--- src/rtl/mips_muldiv_pkg.sv ---
// mips_muldiv_pkg: shared R-type funct-field codes and opcode classification helpers
package mips_muldiv_pkg;

    localparam logic [5:0] FUNCT_MFHI  = 6'h10;
    localparam logic [5:0] FUNCT_MTHI  = 6'h11;
    localparam logic [5:0] FUNCT_MFLO  = 6'h12;
    localparam logic [5:0] FUNCT_MTLO  = 6'h13;
    localparam logic [5:0] FUNCT_MULT  = 6'h18;
    localparam logic [5:0] FUNCT_MULTU = 6'h19;
    localparam logic [5:0] FUNCT_DIV   = 6'h1A;
    localparam logic [5:0] FUNCT_DIVU  = 6'h1B;

    function automatic logic is_iter_op(input logic [5:0] op);
        return op == FUNCT_MULT || op == FUNCT_MULTU || op == FUNCT_DIV || op == FUNCT_DIVU;
    endfunction

    function automatic logic is_hilo_op(input logic [5:0] op);
        return is_iter_op(op) || op == FUNCT_MFHI || op == FUNCT_MTHI || op == FUNCT_MFLO || op == FUNCT_MTLO;
    endfunction

endpackage

--- src/rtl/mips_div_core.sv ---
// mips_div_core: iterative unsigned restoring divider, one quotient bit per cycle
module mips_div_core #(
    parameter int DATA_W = 32
) (
    input  logic              clk,
    input  logic              reset,
    input  logic              start,
    input  logic [DATA_W-1:0] dividend,
    input  logic [DATA_W-1:0] divisor,
    output logic [DATA_W-1:0] quotient,
    output logic [DATA_W-1:0] remainder,
    output logic              valid
);

    localparam int CNT_W = $clog2(DATA_W) + 1;

    logic [DATA_W-1:0] dvs;
    logic [CNT_W-1:0]  cnt;
    logic              running;
    logic [DATA_W:0]   shifted;
    logic              ge;
    logic [DATA_W-1:0] sub;

    // when the partial remainder is at least the divisor the true difference fits in DATA_W bits
    always_comb begin
        shifted = {remainder, quotient[DATA_W-1]};
        ge      = shifted >= {1'b0, dvs};
        sub     = shifted[DATA_W-1:0] - dvs;
    end

    // quotient register doubles as the dividend shift register
    always_ff @(posedge clk) begin
        if (reset) begin
            quotient  <= '0;
            remainder <= '0;
            dvs       <= '0;
            cnt       <= '0;
            running   <= 1'b0;
            valid     <= 1'b0;
        end else if (start) begin
            quotient  <= dividend;
            remainder <= '0;
            dvs       <= divisor;
            cnt       <= '0;
            running   <= 1'b1;
            valid     <= 1'b0;
        end else if (running) begin
            quotient  <= {quotient[DATA_W-2:0], ge};
            remainder <= ge ? sub : shifted[DATA_W-1:0];
            cnt       <= cnt + 1'b1;
            if (cnt == CNT_W'(DATA_W - 1)) begin
                running <= 1'b0;
                valid   <= 1'b1;
            end
        end
    end

endmodule

--- src/rtl/mips_muldiv.sv ---
// mips_muldiv: MIPS HI/LO multiply/divide unit; define MULDIV_FAST_MUL_EN for a single-cycle multiplier
module mips_muldiv
    import mips_muldiv_pkg::*;
#(
    parameter int DATA_W = 32
) (
    input  logic              clk_i,
    input  logic              reset_i,
    input  logic              start_i,
    input  logic [5:0]        alu_opcode_i,
    input  logic [DATA_W-1:0] rs_i,
    input  logic [DATA_W-1:0] rt_i,
    output logic              stall_o,
    output logic              busy_o,
    output logic              done_o,
    output logic [DATA_W-1:0] result_o,
    output logic [DATA_W-1:0] hi_o,
    output logic [DATA_W-1:0] lo_o
);

    localparam int CNT_W = $clog2(DATA_W) + 1;

    typedef enum logic [1:0] {IDLE, RUN, FIX} state_t;

    state_t              state;
    logic [CNT_W-1:0]    cnt;
    logic [DATA_W-1:0]   mcand;
    logic [DATA_W-1:0]   rs_raw;
    logic [2*DATA_W-1:0] prod;
    logic                is_div;
    logic                neg_a;
    logic                neg_b;
    logic                div_zero;
    logic                accept;
    logic                is_signed;
    logic                a_neg;
    logic                b_neg;
    logic [DATA_W-1:0]   a_abs;
    logic [DATA_W-1:0]   b_abs;
    logic                div_start;
    logic [DATA_W:0]     add_sum;
    logic [DATA_W-1:0]   quo;
    logic [DATA_W-1:0]   rem;
    logic                div_valid;

    // issue decode, operand magnitudes and the multiply partial-sum adder
    always_comb begin
        accept    = start_i && !busy_o && is_iter_op(alu_opcode_i);
        is_signed = alu_opcode_i == FUNCT_MULT || alu_opcode_i == FUNCT_DIV;
        a_neg     = is_signed && rs_i[DATA_W-1];
        b_neg     = is_signed && rt_i[DATA_W-1];
        a_abs     = a_neg ? -rs_i : rs_i;
        b_abs     = b_neg ? -rt_i : rt_i;
        div_start = accept && (alu_opcode_i == FUNCT_DIV || alu_opcode_i == FUNCT_DIVU);
        stall_o   = start_i && busy_o && is_hilo_op(alu_opcode_i);
        result_o  = !start_i ? '0 :
                    alu_opcode_i == FUNCT_MFHI ? hi_o :
                    alu_opcode_i == FUNCT_MFLO ? lo_o : '0;
        add_sum   = {1'b0, prod[2*DATA_W-1:DATA_W]} + (prod[0] ? {1'b0, mcand} : '0);
    end

    mips_div_core #(.DATA_W(DATA_W)) u_div (
        .clk       (clk_i),
        .reset     (reset_i),
        .start     (div_start),
        .dividend  (a_abs),
        .divisor   (b_abs),
        .quotient  (quo),
        .remainder (rem),
        .valid     (div_valid)
    );

    // IDLE/RUN/FIX sequencer owning HI/LO, the multiply shift register and the status flags
    always_ff @(posedge clk_i) begin
        if (reset_i) begin
            state    <= IDLE;
            cnt      <= '0;
            hi_o     <= '0;
            lo_o     <= '0;
            busy_o   <= 1'b0;
            done_o   <= 1'b0;
            mcand    <= '0;
            rs_raw   <= '0;
            prod     <= '0;
            is_div   <= 1'b0;
            neg_a    <= 1'b0;
            neg_b    <= 1'b0;
            div_zero <= 1'b0;
        end else begin
            done_o <= 1'b0;
            case (state)
                IDLE: begin
                    if (accept) begin
                        state    <= RUN;
                        busy_o   <= 1'b1;
                        cnt      <= '0;
                        prod     <= {{DATA_W{1'b0}}, b_abs};
                        mcand    <= a_abs;
                        rs_raw   <= rs_i;
                        is_div   <= div_start;
                        neg_a    <= a_neg;
                        neg_b    <= b_neg;
                        div_zero <= rt_i == '0;
                    end else if (start_i && alu_opcode_i == FUNCT_MTHI) begin
                        hi_o <= rs_i;
                    end else if (start_i && alu_opcode_i == FUNCT_MTLO) begin
                        lo_o <= rs_i;
                    end
                end
                RUN: begin
                    cnt  <= cnt + 1'b1;
                    prod <= {add_sum, prod[DATA_W-1:1]};
                    if (cnt == CNT_W'(DATA_W - 1)) state <= FIX;
`ifdef MULDIV_FAST_MUL_EN
                    if (!is_div) begin
                        prod  <= {{DATA_W{1'b0}}, mcand} * prod;
                        state <= FIX;
                    end
`endif
                end
                FIX: begin
                    if (!is_div || div_valid) begin
                        state  <= IDLE;
                        busy_o <= 1'b0;
                        done_o <= 1'b1;
                        if (!is_div) begin
                            {hi_o, lo_o} <= (neg_a ^ neg_b) ? -prod : prod;
                        end else if (div_zero) begin
                            hi_o <= rs_raw;
                            lo_o <= '1;
                        end else begin
                            hi_o <= neg_a ? -rem : rem;
                            lo_o <= (neg_a ^ neg_b) ? -quo : quo;
                        end
                    end
                end
                default: state <= IDLE;
            endcase
        end
    end

endmodule

--- config.mk ---
export PLATFORM = sky130hd
export DESIGN_NAME = mips_muldiv
export DESIGN_NICKNAME = d
export VERILOG_FILES = /design/src/rtl/mips_muldiv_pkg.sv /design/src/rtl/mips_div_core.sv /design/src/rtl/mips_muldiv.sv
export SDC_FILE = /design/constraint.sdc
export NUM_CORES = 1
export LEC_CHECK = 0
export BUFFER_PORTS_ARGS = -buffer_cell sky130_fd_sc_hd__buf_2
export CORE_MARGIN = 2
export CORE_UTILIZATION = 45
export CTS_CLUSTER_DIAMETER = 200
export CTS_CLUSTER_SIZE = 16
export DETAILED_ROUTE_END_ITERATION = 16
export PLACE_DENSITY = 0.6
export SLEW_MARGIN = 20
export SYNTH_ARGS = -nofsm -noshare
export SYNTH_HDL_FRONTEND = slang
export SYNTH_SLANG_ARGS = --single-unit
--- constraint.sdc ---
create_clock -name clk_i -period 4.87 [get_ports clk_i]
set_clock_uncertainty 0.1 [all_clocks]
set_input_delay 1.2175 -clock clk_i [delete_from_list [all_inputs] [get_ports clk_i]]
set_output_delay 1.2175 -clock clk_i [all_outputs]
set_load 0.02 [all_outputs]
==> results.ini, run 1 <==
[cts]
clock_path_buffers = 3
cts_resized = 0
cts_root_buf = clkbuf_16
tritoncts = yes
cts_setup_buffers = 0
cts-buffers-inserted = 23
clk_pin_slew_ps = 80
clock_latency_ps = 550
cts_sinks = 309
cts_hold_buf = 0
ctsHtreeMaxLevel = 1

[pwr]
power_density_mw_per_mm2 = 238
total_power_mw = 5.43
p_leak_nw = 8.91
vdd_drop_max_mv = 0.179

[synthesis]
synth_area_mm2 = 0.0209
synth_cell_types = 88
synth_area_leader_cell = dfxtp_1
async_flop_share_pct = 0
yosys_register_bits = 309
avgSynthCellArea_um2 = 7.60
yosysSeqAreaShare_pct = 29.6
syn_inst = 2748
synth_fp_nets = 2894
synth_top_area_share_pct = 29.6
synthFlopType = dfxtp_1
synth_enable_flop_cells = 0
netlist_top_cells_area = dfxtp_1 30%, nor2_1 6.8%, xnor2_1 5.7%
yosysWarnings = 0

[place]
dp_hpwl_um = 57900
portBuffers = 171
dp.cells = 3366
place_congestion = 0.976
dpl-instance-area_mm2 = 0.0222

[worst_setup_path]
slowest_stage = nor4bb_1
critPathKind = in -> out
path_cells = buf_2 -> nor4bb_1 -> nor2b_1 -> nand2b_1 -> buf_4 -> nor2_1 -> buf_2
r2r_slack_ps = 950
worstPathArrival_ps = 2860
rr_startpoint = prod[0]
worst_path_most_repeated_cell = buf_2
cp.depth = 7
slowest_delay_ps = 490
worst_r2r_endpoint = prod[58]
cp_num_buf_inv = 3
critical_path.max_fanout = 32
crit_path_end_kind = output port
crit_start = alu_opcode_i[2]
cp_top_family = simple AND/OR/NAND/NOR gates
reg2regPathDepth = 11
start_kind = input port
endpoint = result_o[8]
worst_ep_required_time_ps = 3550

[sta]
worstMarginPinSlew_ps = 1000
rsz0062_at_grt = false
setup_viol = 0
slew_violations = 0
setup_tns_ps = 0
period_share_pct = 85.7
hold_violations = 0
post-route-min-period_ps = 4180
fmax_mhz = 240
slew_headroom_pct = 33.0

[min_path]
worstHoldStart = rs_raw[21]
hp-class = reg -> reg

[global_route]
grt_pass1_wl_um = 117000
overflow = 0
antenna_found_initial = 1
grt_start_max_net_pins = 115
track_usage_pct = 31.4
grt_pass1_vias = 19169

[floorplanning]
rows = 78
die_h_um = 219
die_x_um = 219
ioPinCount = 172
dieArea_mm2 = 0.0481
start_util_pct = 45.8
core_mm2 = 0.0456

[layout]
mostFrequentLayoutCell = nor2_1
multi_input_area_mm2 = 0.0138
area_growth_pct = 9.20
fin_nets = 2937
layout.cells.non_filler = 3392
final_cell_mix = 376 x nor2_1, 306 x dfxtp_1, 277 x nand2_1, 205 x a21oi_1, 170 x buf_2
nFillCells = 4579
finalInstanceArea_mm2 = 0.0228
seqCellArea_mm2 = 0.00619
drive_gt1_share_pct = 10.6
final_util_pct = 50.0

[route]
drtPass1Iterations = 7
wirelength_um = 77600
drc_errors = 0
vias = 20810
ant_nets = 0
wl_per_cell_um = 22.9
dr.first_iter.drc_count = 2038
vias_per_cell = 6.14

[run_status]
status = complete, no violations

[run]
max_cap_viol_count = 0

final cells by class:
type / count / area share, %
tap: 600 / 3.29
inverter: 72 / 1.19
clock inverter: 1 / 0.0713
sequential: 309 / 27.2
antenna: 1 / 0.0110
multi-input combinational: 2173 / 60.4
timing repair buffer: 212 / 5.31
clock buffer: 24 / 2.54
kinds of logic after synthesis:
group / synth area share (%)
buf+inv: 4.87
xor+xnor: 9.52
flops: 29.6
compound gates: 24.6
simple gates: 23.1
fa+ha+maj: 4.45
mux: 3.87
stage by stage:
step	setup slack, ps	hold slack [ps]
6_report	695	357
5_1_grt	569	371
4_1_cts	751	356
3_5_place_dp	680	345
3_3_place_gp	699	339
2_1_floorplan	1060	331
metal layers:
metal	track usage, %	wire, µm	up-vias
li1	-	-	9926
met1	43.7	34800	10023
met2	51.2	35800	763
met3	3.92	5250	98
met4	7.70	1770	0
met5	0	0	-
worst min-delay path, delay by kind of cell, from the launching register on:
kind | cells | cell delay (ps)
flops | 1 | 310
simple gates | 1 | 50
compound gates | 1 | 50
flip-flops by register name, indices dropped and copies added, names as in the netlist, 6 cells and up:
name	flops
u_div.cnt	6
mcand	32
lo_o	32
u_div.quotient	32
rs_raw	31
prod	64
hi_o	32
cnt	6
u_div.dvs	32
u_div.remainder	32
synthesized netlist by cell type, drive strengths merged (21+ instances only):
| master | number |
|---|---|
| xor2 | 90 |
| nand3 | 52 |
| inv | 72 |
| o221ai | 22 |
| o31ai | 39 |
| a31oi | 27 |
| nor3 | 83 |
| a21oi | 206 |
| xnor2 | 137 |
| o211ai | 22 |
| dfxtp | 309 |
| nor2 | 379 |
| o22ai | 22 |
| nand2 | 280 |
| o21ai | 131 |
| a21o | 34 |
| a221oi | 36 |
| mux2i | 74 |
| clkbuf | 168 |
| and2 | 45 |
| nand2b | 33 |
| a311oi | 41 |
| ha | 71 |
| nor2b | 21 |
| a211oi | 102 |
| nor4 | 22 |
| buf | 26 |
report_power, final:
group / total (mW) / switching, mW / internal [mW]
Combinational: 0.990 / 0.651 / 0.339
Sequential: 2.62 / 0.0522 / 2.56
Clock: 1.82 / 0.976 / 0.847
worst min-delay path by stage:
stage | end | slack (ps) | cells after the start
global route | rs_raw[26] | 370 | 2
CTS | rs_raw[21] | 360 | 2
finish | rs_raw[21] | 360 | 2
global placement | rs_raw[30] | 340 | 2
detailed placement | rs_raw[21] | 350 | 2
floorplan | rs_raw[22] | 330 | 2
Note: power is estimated with default switching activity, not from simulation.
==> run 2, diff against run 1 <==
--- a/config.mk
+++ b/config.mk
@@ -6,7 +6,6 @@
 export NUM_CORES = 1
 export LEC_CHECK = 0
 export BUFFER_PORTS_ARGS = -buffer_cell sky130_fd_sc_hd__buf_2
-export CORE_MARGIN = 2
 export CORE_UTILIZATION = 45
 export CTS_CLUSTER_DIAMETER = 200
 export CTS_CLUSTER_SIZE = 16
@@ -16,3 +15,4 @@
 export SYNTH_ARGS = -nofsm -noshare
 export SYNTH_HDL_FRONTEND = slang
 export SYNTH_SLANG_ARGS = --single-unit
+export TNS_END_PERCENT = 30
==> run 2 against run 1 <==
Net effect: clock-buffer cell count unchanged; critical path type unchanged; power up 0.78%; sequential share of layout area down 0.091 points; clock power about the same; first-iteration DRC count down 6.2%; core utilization up 0.17 points; cell area up 0.33%; largest cell class unchanged; die area down 1.8%.
==> results.ini, run 2 (synthesis results as in run 1) <==
[run_status]
status = complete, no violations

[worst_setup_path]
start_kind = input port
worstPathArrival_ps = 2850
crit_path_end_kind = output port
worst_ep_required_time_ps = 3550
critPathKind = in -> out
critical_path.max_fanout = 32

[route]
drc_errors = 0
wirelength_um = 78700
vias = 20863
dr.first_iter.drc_count = 1911
vias_per_cell = 6.15
ant_nets = 0
drtPass1Iterations = 5
wl_per_cell_um = 23.2

[cts]
clock_latency_ps = 570
tritoncts = yes
cts_sinks = 309
cts_resized = 0
cts-buffers-inserted = 23
ctsHtreeMaxLevel = 1
cts_root_buf = clkbuf_16
cts_setup_buffers = 0
clk_pin_slew_ps = 80
clock_path_buffers = 3
cts_hold_buf = 0

[pwr]
vdd_drop_max_mv = 0.267
p_leak_nw = 8.94
power_density_mw_per_mm2 = 239

[global_route]
grt_pass1_wl_um = 119000
track_usage_pct = 32.4
antenna_found_initial = 1
grt_start_max_net_pins = 115
grt_pass1_vias = 19576
overflow = 0

[sta]
whs_ps = 357
slew_headroom_pct = 21.9
setup_viol = 0
setup_tns_ps = 0
period_share_pct = 85.5
post-route-min-period_ps = 4170
worstMarginPinSlew_ps = 1170
slew_violations = 0
rsz0062_at_grt = false
hold_violations = 0
fmax_mhz = 240

[layout]
final_cell_mix = 375 x nor2_1, 306 x dfxtp_1, 277 x nand2_1, 205 x a21oi_1, 170 x buf_2
layout.cells.non_filler = 3395
largest_reg_flops = 64
fin_nets = 2939
mostFrequentLayoutCell = nor2_1
area_growth_pct = 9.56
largest-register = prod
drive_gt1_share_pct = 10.7

[floorplanning]
die_h_um = 217
dieArea_mm2 = 0.0473
start_util_pct = 45.8
rows = 78
die_x_um = 217
core_mm2 = 0.0456
ioPinCount = 172

[place]
portBuffers = 171
place_congestion = 0.978
dp.cells = 3368
dp_hpwl_um = 58800

[run]
max_cap_viol_count = 0

[min_path]
hp-class = reg -> reg

## run 2: worst max-delay path, cell delays in order
cell      delay [ps]
buf_2            110
nor4bb_1         520
nor2b_1          290
nand2b_1          80
buf_4            260
nor2_1           160
buf_2            180
## run 2: stage by stage
| step | total power, mW | cell area [µm²] | setup WS [ps] | util, % |
|---|---|---|---|---|
| finish | 5.47 | 22900 | 705 | 50.2 |
| global route | 5.66 | 22900 | 607 | 50.2 |
| CTS | 5.50 | 22900 | 761 | 50.2 |
| detailed placement | 3.67 | 22300 | 645 | 48.9 |
| global placement | 3.67 | 22300 | 679 | 48.9 |
| floorplan | 3.31 | 20900 | 1060 | - |
## run 2: metal layers
layer | up-vias | wire length [µm] | global-route usage [%]
met5 | - | 0 | 0
met4 | 0 | 2410 | 9.79
met3 | 115 | 5370 | 3.10
met2 | 788 | 35600 | 52.1
met1 | 10023 | 35300 | 45.5
li1 | 9937 | - | -
## run 2: path summary, 6_finish.rpt
check                  startpoint     endpoint  slack [ps]  depth (start not counted)
setup reg to reg          prod[0]     prod[61]         980                         12
hold reg to reg         rs_raw[9]    rs_raw[9]         360                          2
hold / removal          rs_raw[9]    rs_raw[9]         360                          2
setup / recovery  alu_opcode_i[2]  result_o[7]         700                          7
## run 2: cell type report
type | count | area (µm²)
Antenna cell | 1 | 2.50
Sequential cell | 309 | 6190
Clock buffer | 24 | 579
Multi-Input combinational cell | 2173 | 13800
Inverter | 72 | 270
Tap cell | 600 | 751
Timing Repair Buffer | 214 | 1270
Fill cell | 4519 | 22700
Clock inverter | 2 | 25.0
## run 2: power by group
group | total (mW) | switching (mW) | internal, mW
sequential | 2.61 | 0.0515 | 2.56
clock | 1.84 | 0.992 | 0.850
combinational | 1.01 | 0.661 | 0.353
total | 5.47 | 1.70 | 3.77
